[config.mk]
export PLATFORM = sky130hd
export DESIGN_NAME = ex_stage
export DESIGN_NICKNAME = d
export VERILOG_FILES = /design/src/rtl/core_pkg.sv /design/src/rtl/core_alu.sv /design/src/rtl/ex_fwd_mux.sv /design/src/rtl/ex_stage.sv
export SDC_FILE = /design/constraint.sdc
export NUM_CORES = 1
export LEC_CHECK = 0
export BUFFER_PORTS_ARGS = -buffer_cell sky130_fd_sc_hd__buf_2
export CELL_PAD_IN_SITES_DETAIL_PLACEMENT = 0
export CELL_PAD_IN_SITES_GLOBAL_PLACEMENT = 1
export CORE_MARGIN = 4
export CORE_UTILIZATION = 30
export DETAILED_ROUTE_END_ITERATION = 7
export MAX_ROUTING_LAYER = met4
export PLACE_DENSITY_LB_ADDON = 0.1
export RECOVER_POWER = 25
export SYNTH_ARGS = -nofsm -noshare
export SYNTH_HDL_FRONTEND = slang
export SYNTH_SLANG_ARGS = --single-unit
[constraint.sdc]
create_clock -name clk -period 15.1 [get_ports clk]
set_input_delay 0.755 -clock clk [delete_from_list [all_inputs] [get_ports clk]]
set_output_delay 0.755 -clock clk [all_outputs]
set_load 0.1 [all_outputs]
[src/rtl/core_pkg.sv]
// Shared core definitions: datapath sizes and the ALU opcode map.
package core_pkg;

    localparam int XLEN = 32;
    localparam int REGW = 5;

    typedef enum logic [3:0] {
        ALU_SLL = 4'b0000,
        ALU_SRL = 4'b0001,
        ALU_SRA = 4'b0010,
        ALU_ADD = 4'b0011,
        ALU_SUB = 4'b0100,
        ALU_AND = 4'b0101,
        ALU_OR  = 4'b0110,
        ALU_XOR = 4'b0111,
        ALU_SLT = 4'b1000,
        ALU_EQ  = 4'b1001,
        ALU_NE  = 4'b1010
    } alu_op_t;

    // Bit n set means opcode n is a shift.
    localparam logic [15:0] ALU_SHIFT_OPS = 16'h0007;

endpackage

[src/rtl/core_alu.sv]
// Core combinational ALU, 4-bit opcode.
module core_alu
    import core_pkg::*;
#(
    parameter int XLEN = core_pkg::XLEN
) (
    input  alu_op_t         op,
    input  logic [XLEN-1:0] a,
    input  logic [XLEN-1:0] b,
    output logic [XLEN-1:0] y
);

    always_comb begin
        y = '0;
        unique case (op)
            ALU_SLL: y = a << b;
            ALU_SRL: y = a >> b;
            ALU_SRA: y = $signed(a) >>> b;
            ALU_ADD: y = a + b;
            ALU_SUB: y = a - b;
            ALU_AND: y = a & b;
            ALU_OR:  y = a | b;
            ALU_XOR: y = a ^ b;
            ALU_SLT: y = {{(XLEN-1){1'b0}}, $signed(a) < $signed(b)};
            ALU_EQ:  y = {{(XLEN-1){1'b0}}, a == b};
            ALU_NE:  y = {{(XLEN-1){1'b0}}, a != b};
            default: y = '0;
        endcase
    end

endmodule

[src/rtl/ex_fwd_mux.sv]
// Operand forwarding: EX/MEM result beats writeback, x0 never forwarded.
module ex_fwd_mux #(
    parameter int XLEN = 32,
    parameter int REGW = 5
) (
    input  logic [REGW-1:0] idx,
    input  logic [XLEN-1:0] rf_val,
    input  logic            ex_valid,
    input  logic            ex_wb_en,
    input  logic [REGW-1:0] ex_rd,
    input  logic [XLEN-1:0] ex_data,
    input  logic            wb_valid,
    input  logic            wb_en,
    input  logic [REGW-1:0] wb_rd,
    input  logic [XLEN-1:0] wb_data,
    output logic [XLEN-1:0] val
);

    always_comb begin
        val = rf_val;
        if (idx != '0) begin
            if (ex_valid && ex_wb_en && ex_rd == idx)
                val = ex_data;
            else if (wb_valid && wb_en && wb_rd == idx)
                val = wb_data;
        end
    end

endmodule

[src/rtl/ex_stage.sv]
// Integer execute stage: forwarding, ALU and the EX/MEM pipeline register.
module ex_stage
    import core_pkg::*;
#(
    parameter int XLEN       = core_pkg::XLEN,
    parameter int REGW       = core_pkg::REGW,
    parameter int SHAMT_MASK = 1
) (
    input  logic            clk,
    input  logic            rstn,
    input  logic            flush,
    input  logic            in_valid,
    output logic            in_ready,
    input  logic [3:0]      in_alu_op,
    input  logic [REGW-1:0] in_rs1,
    input  logic [REGW-1:0] in_rs2,
    input  logic [XLEN-1:0] in_rs1_val,
    input  logic [XLEN-1:0] in_rs2_val,
    input  logic [XLEN-1:0] in_imm,
    input  logic            in_use_imm,
    input  logic [REGW-1:0] in_rd,
    input  logic            in_wb_en,
    input  logic            wb_valid,
    input  logic            wb_en,
    input  logic [REGW-1:0] wb_rd,
    input  logic [XLEN-1:0] wb_data,
    output logic            out_valid,
    input  logic            out_ready,
    output logic [XLEN-1:0] out_result,
    output logic [REGW-1:0] out_rd,
    output logic            out_wb_en,
    output logic [31:0]     stall_cnt
);

    logic [XLEN-1:0] op1;
    logic [XLEN-1:0] rs2_fwd;
    logic [XLEN-1:0] op2;
    logic [XLEN-1:0] op2_alu;
    logic [XLEN-1:0] alu_y;
    logic            accept;

    assign in_ready = !out_valid || out_ready;
    assign accept   = in_valid && in_ready && !flush;

    ex_fwd_mux #(.XLEN(XLEN), .REGW(REGW)) u_fwd1 (
        .idx      (in_rs1),
        .rf_val   (in_rs1_val),
        .ex_valid (out_valid),
        .ex_wb_en (out_wb_en),
        .ex_rd    (out_rd),
        .ex_data  (out_result),
        .wb_valid (wb_valid),
        .wb_en    (wb_en),
        .wb_rd    (wb_rd),
        .wb_data  (wb_data),
        .val      (op1)
    );

    ex_fwd_mux #(.XLEN(XLEN), .REGW(REGW)) u_fwd2 (
        .idx      (in_rs2),
        .rf_val   (in_rs2_val),
        .ex_valid (out_valid),
        .ex_wb_en (out_wb_en),
        .ex_rd    (out_rd),
        .ex_data  (out_result),
        .wb_valid (wb_valid),
        .wb_en    (wb_en),
        .wb_rd    (wb_rd),
        .wb_data  (wb_data),
        .val      (rs2_fwd)
    );

    assign op2 = in_use_imm ? in_imm : rs2_fwd;

    always_comb begin
        op2_alu = op2;
        if (SHAMT_MASK != 0 && ALU_SHIFT_OPS[in_alu_op])
            op2_alu = {{(XLEN-5){1'b0}}, op2[4:0]};
    end

    core_alu #(.XLEN(XLEN)) u_alu (
        .op (alu_op_t'(in_alu_op)),
        .a  (op1),
        .b  (op2_alu),
        .y  (alu_y)
    );

    always_ff @(posedge clk or negedge rstn) begin
        if (!rstn) begin
            out_valid  <= 1'b0;
            out_result <= '0;
            out_rd     <= '0;
            out_wb_en  <= 1'b0;
            stall_cnt  <= '0;
        end else begin
            if (flush) begin
                out_valid <= 1'b0;
            end else if (accept) begin
                out_valid  <= 1'b1;
                out_result <= alu_y;
                out_rd     <= in_rd;
                out_wb_en  <= in_wb_en;
            end else if (out_ready) begin
                out_valid <= 1'b0;
            end
            // Counts stalled cycles even when a flush is also present.
            if (out_valid && !out_ready && stall_cnt != '1)
                stall_cnt <= stall_cnt + 32'd1;
        end
    end

endmodule
==> results of run 1 <==
[stage by stage]
stage	cell area [µm²]	instances	hold slack, ps
2_1_floorplan	13900	1946	459
3_3_place_gp	15800	2702	491
3_5_place_dp	15800	2702	485
4_1_cts	16100	2718	282
5_1_grt	16100	2728	529
6_report	16100	2729	505
[critical path: stages (launching register included)]
cell and delay, ps:
dfrtp_1 470, xnor2_1 220, nand4_1 480, o22ai_1 590
a21oi_1 310, a221oi_4 290, buf_4 390, buf_4 400
inv_1 240, buf_4 370, ha_1 320, a21oi_1 180
o221ai_1 220, a31oi_1 590, nand2b_1 280, a21oi_1 170
a311oi_1 330, o21bai_1 240, o21ai_0 210, a21boi_0 210
a22oi_1 120, a31oi_1 180
[layer usage]
layer	global-route usage	up-vias	wire (µm)
met3	0.0916	246	9370
met4	0.155	0	5090
met1	0.479	8881	39100
met5	-	-	0
li1	-	7707	-
met2	0.576	1170	42700
[state kept, by name, summed over array words and instances (netlist names)]
name and count:
out_valid 1, stall_cnt 32, out_rd 5, out_wb_en 1, out_result 32
[Yosys cell counts (all sizes together), types with 19 or more instances]
master,n,area share
nor2,206,0.056
a21oi,174,0.063
xnor2,47,0.030
ha,101,0.091
o211ai,25,0.014
dfrtp,71,0.13
nand2,152,0.041
a2bb2oi,19,0.012
a211oi,25,0.014
xor2,24,0.015
nand4,20,0.0090
o221ai,24,0.015
a22oi,22,0.013
o21ai,111,0.040
buf,48,0.019
o22ai,47,0.021
a221oi,24,0.015
nor3,49,0.019
o22a,44,0.028
inv,102,0.028
clkbuf,88,0.024
nand3,53,0.019
mux2i,124,0.089
a31oi,38,0.017
[kinds of logic (layout without fill, tap and decap cells)]
group,after synthesis,after routing
AO/OA/AOI/OAI,732,732
XOR/XNOR,71,71
adder cells (fa/ha/maj),103,103
buffers and inverters,240,412
flip-flops,71,71
multiplexers,142,142
other,0,11
AND/OR/NAND/NOR,587,587
[path summary, 6_finish.rpt]
| kind | start | to | slack [ps] |
|---|---|---|---|
| worst max-delay path | out_rd[3]$_DFFE_PN0P_ | out_result[26]$_DFFE_PN0P_ | 8150 |
| worst min-delay path | stall_cnt[13]$_DFFE_PN0P_ | stall_cnt[13]$_DFFE_PN0P_ | 500 |
| worst max register to register | out_rd[3]$_DFFE_PN0P_ | out_result[26]$_DFFE_PN0P_ | 8150 |
| worst min register to register | stall_cnt[13]$_DFFE_PN0P_ | stall_cnt[13]$_DFFE_PN0P_ | 500 |
| max in group asynchronous | rstn | out_result[15]$_DFFE_PN0P_ | 10710 |
| min in group asynchronous | rstn | stall_cnt[28]$_DFFE_PN0P_ | 800 |
[report_power, final]
group / total, mW / switching, mW / internal (mW)
Clock: 0.234 / 0.119 / 0.115
Sequential: 0.250 / 0.0424 / 0.208
Combinational: 0.832 / 0.609 / 0.223
Total: 1.32 / 0.770 / 0.546
[final cells by class]
| cell class | instances | area [µm²] |
|---|---|---|
| sequential | 71 | 1780 |
| tap | 600 | 751 |
| timing repair buffer | 292 | 1610 |
| clock inverter | 7 | 63.8 |
| multi-input combinational | 1635 | 11200 |
| antenna | 11 | 27.5 |
| fill | 5038 | 29500 |
| inverter | 104 | 390 |
| clock buffer | 9 | 225 |
[cells in the final DEF (no fill, tap or decap), types with 24 or more instances in the layout]
| cell | n |
|---|---|
| mux2i_1 | 124 |
| xor2_1 | 24 |
| nor3_1 | 45 |
| buf_4 | 59 |
| o22ai_1 | 47 |
| nor2_1 | 201 |
| xnor2_1 | 47 |
| o211ai_1 | 24 |
| inv_1 | 99 |
| o21ai_0 | 105 |
| o22a_1 | 44 |
| ha_1 | 101 |
| a31oi_1 | 38 |
| a21oi_1 | 171 |
| nand3_1 | 53 |
| dfrtp_1 | 71 |
| buf_2 | 231 |
| nand2_1 | 152 |
==> summary.md, run 1 <==
| Metric | Value |
|---|---|
| Status | `complete, but fails checks` |
| Failing checks | `capacitance limit, slew limit` |
| Final Worst Setup Slack | `8150 ps` |
| Nets | `2377` |
| TNS Setup | `0 ps` |
| Tot Pwr | `1.32 mW` |
| Top_reg_cell synth | `dfrtp_1` |
| Chip Width | `223 µm` |
| Core Region | `45600 µm²` |
| Post-synthesis mux area share | `0.104` |
| I/O Pins | `233` |
| Gr usage total | `0.377` |
| Row count | `78` |
| Number of buffers created by CTS | `9` |
| Achievable frequency | `0.144 GHz` |
| Seq/Total Area, Yosys | `0.128` |
| PwrDens | `81.9 nW/µm²` |
| Syn nets | `2210` |
| Post-route clock period utilization | `0.460` |
| P_leak | `7.09 nW` |
| Mapped Area | `13900 µm²` |
| YS warnings | `0` |
| Synthesized instance count | `1946` |
| DR vias/cell | `6.60` |
| Min-Delay Path Class | `reg2reg` |
| R2r worst-path depth | `21` |
| Clk_skew | `19.1 ps` |
| Clock slew at reported path FFs | `80 ps` |
| Via count | `18000` |
| Period minus WS final | `6950 ps` |
| P&R area growth vs syn | `15.5%` |
| Adder-cell area share of the yosys netlist | `0.0937` |
| DP Worst Slack | `8110 ps` |
| CTS tree | `yes` |
| Fin. Hold Viols | `0` |
| Library cells used by synthesis | `86` |
| Post-detail-place hpwl | `77.4 mm` |
| Peak VDD IR | `0.0000840 V` |
| Initial Utilization | `0.305` |
| Util after Layout | `0.353` |
| Final setup fails | `0` |
| Crit-path max FO | `40` |
| First-pass detailed-route iteration total | `6` |
| Slew margin rel. | `-0.983` |
| Min-Delay Path Depth | `1` |
| Async S/R FF share, synth | `1.00` |
| Number of port buffers | `232` |
| First-pass GRT wire length | `133 mm` |
| Post-synth EDFFs | `0` |
| Drt drc | `0` |
| DRT antenna net count | `0` |
| Initial antenna violation count | `10` |
| Count of pins over their slew limit | `74` |
| Clock buffer depth | `2` |
| Post-CTS Resized | `0` |
| Number of global-route vias before repair | `16800` |
| Critical path class | `reg2reg` |
| Simple-Gate Fraction of Synth Area | `0.195` |
| Syn_area_per_cell | `7.15 µm²` |
| Clock sink total | `71` |
| DR iter-0 viols | `2488` |
| Critical Path Start Type | `flop` |
| CTS Hold Bufs | `0` |
| Largest net degree at the start of global routing | `47` |
| Worst EP arrival | `7260 ps` |
| GPL Wtd Cong | `1.06` |
| Die span in y | `223 µm` |
| Root buffer cell | `clkbuf_16` |
| RSZ-0062 raised after global routing | `no` |
| H-tree Lvls | `3` |
| Post-Route WL | `96.3 mm` |
| Endpoint class of the critical path | `flop` |
| Layout cell share with drive strength beyond 1 | `0.176` |
| Clk_lat worst skew | `400 ps` |
| GR Overflow Total | `0` |
| Max-capacitance violation count | `2` |
| Avg WL per Cell | `35.3 µm` |
| Post-CTS setup buffer count | `0` |
| Die area | `49900 µm²` |
| Largest family of logic cells by synthesized area | `compound AO/OA/AOI/OAI gates` |
| Worst-Margin Slew | `2970 ps` |
| Seq cells post-synth | `71` |
| Post-synthesis xor/xnor area fraction | `0.0447` |
| Post-synthesis compound-gate area fraction | `0.364` |
| Req. time, crit path | `15410 ps` |
(Power assumes the default switching activity.)
==> run 2, diff against run 1 <==
- clock period: 15.1 -> 6.7 ns (I/O delays scaled with it)
==> run 2 against run 1 <==
Fmax rose by 9.6%. Cell count rose by 0.77%. Largest power group unchanged. The run now ends clean. Sequential cell count did not move. Register-to-register slack got worse by 7800 ps. Sequential power rose by 120%.
==> summary.md, run 2 (synthesized netlist as in run 1, its figures left out) <==
| Metric | Value |
|---|---|
| Most frequent cells in the layout | `202 x nor2_1, 198 x buf_2, 171 x a21oi_1` |
| Sequential share of power | `0.184 (-0.006)` |
| Achievable frequency | `0.158 GHz (+9.6%)` |
| Critical Path Most Common Cell | `o21ai_0` |
| Final setup fails | `0 (unchanged)` |
| Post-DP Area | `15900 µm² (+1.0%)` |
| Min-Delay Path Class | `in2reg` |
| DR vias/cell | `6.60 (about the same)` |
| TNS Setup | `0 ps (unchanged)` |
| DRT antenna net count | `0 (unchanged)` |
| Die area | `49900 µm² (unchanged)` |
| CP peak stage delay | `810 ps (+220 ps)` |
| Period minus WS final | `6340 ps (-607 ps)` |
| Crit-path max FO | `13 (-68%)` |
| Design area | `16200 µm² (+0.96%)` |
| Critical Path Start Type | `flop` |
| Post-CTS setup buffer count | `0 (unchanged)` |
| P&R area growth vs syn | `16.6%` |
| DP Worst Slack | `455 ps (-7650 ps)` |
| Clock sink total | `71 (unchanged)` |
| Post-detail-place hpwl | `78.3 mm (+1.1%)` |
| Die span in y | `223 µm (unchanged)` |
| Internal power | `1.25 mW (+130%)` |
| GR Overflow Total | `0 (unchanged)` |
| RSZ-0062 raised after global routing | `no` |
| Layout cell share with drive strength beyond 1 | `0.169 (-0.00664)` |
| Number of port buffers | `232 (unchanged)` |
| Via count | `18100 (+0.78%)` |
| Comb power frac | `0.630 (-0.002)` |
| P_leak | `7.07 nW (-0.19%)` |
| GPL Wtd Cong | `1.04 (-2.3%)` |
| Initial antenna violation count | `9 (-1)` |
| Number of buffers created by CTS | `9 (unchanged)` |
| First-pass GRT wire length | `134 mm (+1.2%)` |
| Critical path class | `reg2reg` |
| Root buffer cell | `clkbuf_16` |
| Tot Pwr | `3.02 mW (+130%)` |
| Clk_lat worst skew | `400 ps (about the same)` |
| Max-capacitance violation count | `0 (-2)` |
| Worst path bufs/invs | `1 (-3)` |
| Drt drc | `0 (unchanged)` |
| Clk_skew | `27.7 ps (+8.56 ps)` |
| Post-route clock period utilization | `0.947 (+0.486)` |
| Delay-heaviest family, CP | `compound AO/OA/AOI/OAI gates` |
| Fin. Hold Viols | `0 (unchanged)` |
| Most common cell after layout, fill and taps aside | `nor2_1` |
| Gr usage total | `0.381 (+0.00390)` |
| PwrDens | `186 nW/µm² (+130%)` |
| Row count | `78 (unchanged)` |
| Req. time, crit path | `6990 ps (-8420 ps)` |
| Core Region | `45600 µm² (unchanged)` |
| CTS tree | `yes` |
| DR iter-0 viols | `2407 (-3.3%)` |
| Post-Route WL | `97.1 mm (+0.89%)` |
| Slew margin rel. | `0.0925 (+1.08)` |
| Number of global-route vias before repair | `17100 (+2.3%)` |
| Endpoint class of the critical path | `flop` |
| Cells along the critical path | `xnor2_1, nand3_1, o22ai_2, nand2_1, nand2_1, a31oi_1, inv_1, ha_1, or3_1, o221ai_1, a31oi_1, o21ba_2, o21ai_0, xnor2_1, a221oi_1, o21ai_0, a21oi_1, o21ai_0, or3_1` |
| Worst EP arrival | `6630 ps (-630 ps)` |
| Initial Utilization | `0.305 (unchanged)` |
| Clock power frac | `0.186 (+0.008)` |
| Clock buffer depth | `2 (unchanged)` |
| Nets | `2401 (+1.0%)` |
| Worst-Margin Slew | `1360 ps (-1610 ps)` |
| Hold slack final | `112 ps (-393 ps)` |
| Largest net degree at the start of global routing | `53 (+13%)` |
| CP max stage cell | `a31oi_1` |
| I/O Pins | `233 (unchanged)` |
| NetSw | `1.77 mW (+130%)` |
| Sw Share | `0.587 (+0.00186)` |
| First-pass detailed-route iteration total | `6 (unchanged)` |
| Biggest regs | `out_result (32), stall_cnt (32), out_rd (5)` |
| Final Worst Setup Slack | `357 ps (-7790 ps)` |
| Avg WL per Cell | `35.3 µm (+0.12%)` |
| Count of pins over their slew limit | `0 (-100%)` |
| Peak VDD IR | `0.000175 V (+110%)` |
| H-tree Lvls | `3 (unchanged)` |
| Status | `completed` |
| Clock slew at reported path FFs | `100 ps (+20 ps)` |
| Chip Width | `223 µm (unchanged)` |
-- run 2: repair_timing --
item / 4_1_cts / 5_1_grt
gates resized for setup: 0 / 2
hold buffers: 1 / 0
endpoints found under the hold margin: 19 / 0
setup endpoints to repair: 0 / 2
-- run 2: power groups by stage --
stage / registers [mW] / logic (mW) / clock network, mW
6_report: 0.557 / 1.90 / 0.561
5_1_grt: 0.558 / 1.97 / 0.585
4_1_cts: 0.554 / 1.84 / 0.571
3_5_place_dp: 0.562 / 1.83 / 0
3_3_place_gp: 0.561 / 1.84 / 0
2_1_floorplan: 0.820 / 0.885 / 0
-- run 2: routing by layer --
layer | track usage | vias up | share of wire
li1 | - | 7762 | -
met1 | 0.503 | 9093 | 0.42
met2 | 0.573 | 1105 | 0.44
met3 | 0.0912 | 184 | 0.093
met4 | 0.131 | 0 | 0.044
met5 | - | - | 0
-- run 2: path summary, 6_finish.rpt --
path                                                 from                         end  slack, ps  cells after the start
worst min-delay path                                flush       out_valid$_DFFE_PN0P_        110                      2
worst max register to register      out_rd[2]$_DFFE_PN0P_  out_result[14]$_DFFE_PN0P_        360                     19
min in group asynchronous                            rstn    stall_cnt[6]$_DFFE_PN0P_        790                      2
worst max-delay path                out_rd[2]$_DFFE_PN0P_  out_result[14]$_DFFE_PN0P_        360                     19
worst min register to register  stall_cnt[31]$_DFFE_PN0P_   stall_cnt[31]$_DFFE_PN0P_        510                      1
max in group asynchronous                            rstn   out_result[9]$_DFFE_PN0P_       4340                      3
-- run 2: worst reg2reg max path, delay by kind of cell (launching register included) --
kind / cells / cell delay (ps)
AOI/OAI and AO/OA: 10 / 3360
and+or+nand+nor: 5 / 1520
buffers and inverters: 1 / 180
adders and majority gates: 1 / 470
DFF: 1 / 430
xor gates and xnor gates: 2 / 280
-- run 2: cell type report --
type / count / area, µm²
fillers: 5010 / 29300
multi-input cells: 1635 / 11200
flip-flops and latches: 71 / 1780
repair buffers: 316 / 1750
well taps: 600 / 751
inverters: 104 / 390
clock buffers: 9 / 225
clock inverters: 7 / 73.8
diodes: 8 / 20.0
-- run 2: through the flow --
stage,std cells,util
2_1_floorplan,1946,-
3_5_place_dp,2725,0.350
4_1_cts,2742,0.356
5_1_grt,2749,0.356
6_report,2750,0.356
3_3_place_gp,2725,0.350
==> run 3, diff against run 2 <==
- CORE_MARGIN: 4 -> 3
==> run 3 against run 2 <==
The run now ends with capacitance limit, slew limit left. Fmax down 0.28%. Via count up 1.1%. Wire length up 0.83%. First-iteration DRC count up 6.9%. Cell count up 0.25%. Total power up 0.19%. Clock skew down 15 ps. Sequential power up 0.9%. Global-route usage up 1.1 points. Critical path type unchanged. Critical endpoint is now out_result[31]$_DFFE_PN0P_. Largest power group unchanged. Highest routed layer unchanged.
==> summary.md, run 3 (synthesized netlist as in run 1, its figures left out) <==
| Metric | Value |
|---|---|
| Status | `complete, but fails checks` |
| Failing checks | `capacitance limit, slew limit` |
| Most frequent cells in the layout | `212 x buf_2, 203 x nor2_1, 171 x a21oi_1` |
| Drt drc | `0 (unchanged)` |
| Hold EP | `out_valid$_DFFE_PN0P_` |
| Hold path start | `flush` |
| Worst-Margin Slew | `3490 ps (+2130 ps)` |
| P&R area growth vs syn | `17.0%` |
| Number of global-route vias before repair | `17100 (-0.17%)` |
| Reg2reg end | `out_result[31]$_DFFE_PN0P_` |
| Peak VDD IR | `0.000154 V (-12%)` |
| Max-capacitance violation count | `1 (+1)` |
| Req. time, crit path | `7010 ps (+20 ps)` |
| Root buffer cell | `clkbuf_16` |
| TNS Setup | `0 ps (unchanged)` |
| I/O Pins | `233 (unchanged)` |
| Achievable frequency | `0.157 GHz (-0.28%)` |
| Delay-heaviest family, CP | `compound AO/OA/AOI/OAI gates` |
| Worst EP arrival | `6670 ps (+40 ps)` |
| Nets | `2412 (+0.46%)` |
| Die area | `49000 µm² (-1.8%)` |
| First-pass detailed-route iteration total | `8 (+2)` |
| Fin. Hold Viols | `0 (unchanged)` |
| Multi-input gate area | `11200 µm² (-0.22%)` |
| First-pass GRT wire length | `135 mm (+0.60%)` |
| Count of pins over their slew limit | `50 (+50)` |
| Util after Layout | `0.357 (+0.00134)` |
| Worst path bufs/invs | `1 (unchanged)` |
| Biggest regs | `out_result (32), stall_cnt (32), out_rd (5)` |
| Post-CTS Resized | `0 (unchanged)` |
| Critical Path Start Type | `flop` |
| PwrDens | `186 nW/µm² (-0.19%)` |
| Chip Width | `221 µm (-0.90%)` |
| Placed cell count | `2736 (+0.40%)` |
| Tot Pwr | `3.02 mW (+0.19%)` |
| DR iter-0 viols | `2573 (+6.9%)` |
| CTS tree | `yes` |
| Endpoint class of the critical path | `flop` |
| Initial antenna violation count | `3 (-6)` |
| Reg area | `1780 µm² (unchanged)` |
| Post-Route WL | `97.9 mm (+0.83%)` |
| GPL Wtd Cong | `1.06 (+2.2%)` |
| Core Region | `45600 µm² (unchanged)` |
| Layout cell share with drive strength beyond 1 | `0.179 (+0.00935)` |
| RSZ-0062 raised after global routing | `no` |
| H-tree Lvls | `3 (unchanged)` |
| R2r worst-path depth | `20 (+1)` |
| Die span in y | `221 µm (-0.90%)` |
| Avg WL per Cell | `35.5 µm (+0.58%)` |
| Via count | `18300 (+1.1%)` |
| Row count | `78 (unchanged)` |
| DRT antenna net count | `0 (unchanged)` |
| Clock sink total | `71 (unchanged)` |
| Largest net degree at the start of global routing | `50 (-5.7%)` |
| Worst r2r src | `out_rd[2]$_DFFE_PN0P_` |
| CP peak stage delay | `760 ps (-50 ps)` |
| Cells along the critical path | `xnor2_1, nand3_1, o211ai_2, nor2_1, a21oi_1, o21ai_0, ha_1, nand3_1, nor2_1, o221a_2, o21ai_0, buf_4, a21boi_0, o31ai_1, o211ai_1, a41o_1, nand4_1, o41ai_1, o31ai_1, a41oi_1` |
| Min-Delay Path Depth | `2 (unchanged)` |
| Critical path class | `reg2reg` |
| Gr usage total | `0.392 (+0.0111)` |
| Post-CTS setup buffer count | `0 (unchanged)` |
| Clock slew at reported path FFs | `80 ps (-20 ps)` |
| Number of port buffers | `232 (unchanged)` |
| Period minus WS final | `6360 ps (+18.0 ps)` |
| Clock buffer depth | `2 (unchanged)` |
| P_leak | `7.19 nW (+1.6%)` |
| GR Overflow Total | `0 (unchanged)` |
| Min-Delay Path Class | `in2reg` |
| Clk_skew | `12.3 ps (-15.4 ps)` |
| Number of buffers created by CTS | `9 (unchanged)` |
| Filler Cell Count | `5000 (-0.20%)` |
| Final setup fails | `0 (unchanged)` |
| R2R setup slack | `340 ps (-20 ps)` |
| CP max stage cell | `o211ai_2` |
| Fin cells | `2757 (+0.25%)` |
| Clk_lat worst skew | `390 ps (about the same)` |
| Initial Utilization | `0.305 (unchanged)` |
| Hold slack final | `96.2 ps (-15.6 ps)` |
| Crit-path max FO | `13 (unchanged)` |
| Slew margin rel. | `-1.33 (-1.42)` |
| Most common cell after layout, fill and taps aside | `buf_2` |
| Post-detail-place hpwl | `78.9 mm (+0.79%)` |
| Post-route clock period utilization | `0.949 (+0.00268)` |
| DR vias/cell | `6.65 (+0.82%)` |
-- run 3: cell count changes in the layout (fill, tap and decap cells not counted), moves of 4 or more --
cell,delta
clkbuf_1,-13
diode_2,-4
buf_4,+10
buf_2,+14
-- run 3: how the worst max path moves through the flow --
| stage | end | cells after the start | slack [ps] | startpoint |
|---|---|---|---|---|
| 2_1_floorplan | out_result[29]$_DFFE_PN0P_ | 21 | 600 | out_rd[2]$_DFFE_PN0P_ |
| 3_3_place_gp | out_result[9]$_DFFE_PN0P_ | 22 | 730 | in_rs2[2] |
| 3_5_place_dp | out_result[26]$_DFFE_PN0P_ | 21 | 700 | in_rs2[1] |
| 4_1_cts | out_result[31]$_DFFE_PN0P_ | 20 | 700 | out_rd[2]$_DFFE_PN0P_ |
| 5_1_grt | out_result[26]$_DFFE_PN0P_ | 20 | 140 | out_rd[1]$_DFFE_PN0P_ |
| 6_report | out_result[31]$_DFFE_PN0P_ | 20 | 340 | out_rd[2]$_DFFE_PN0P_ |
-- run 3: power by group --
part / internal, mW / switching, mW
Combinational: 0.523 / 1.40
Clock: 0.265 / 0.279
Sequential: 0.468 / 0.0937
-- run 3: metal layers --
| layer | track usage | wire length, µm |
|---|---|---|
| met2 | 0.583 | 42200 |
| met5 | - | 0 |
| met1 | 0.501 | 40300 |
| met3 | 0.114 | 10700 |
| met4 | 0.155 | 4710 |
-- run 3: area by class of cell --
cell class / count / share of cell area
sequential: 71 / 0.109
timing repair buffer: 327 / 0.113
antenna: 4 / 0.000614
multi-input combinational: 1635 / 0.688
clock inverter: 7 / 0.00453
tap: 600 / 0.0461
clock buffer: 9 / 0.0138
inverter: 104 / 0.0240
-- run 3: repair_timing --
action | CTS | global route
setup endpoints to repair | 0 | 0
endpoints found under the hold margin | 22 | 0
hold buffers | 1 | 0
-- run 3: per-stage QoR --
| stage | cell area [µm²] | worst slack [ps] |
|---|---|---|
| after detailed placement | 16000 | 700 |
| after CTS | 16300 | 698 |
| after floorplan | 13900 | 600 |
| final | 16300 | 339 |
| after global routing | 16300 | 142 |
| after global placement | 16000 | 735 |
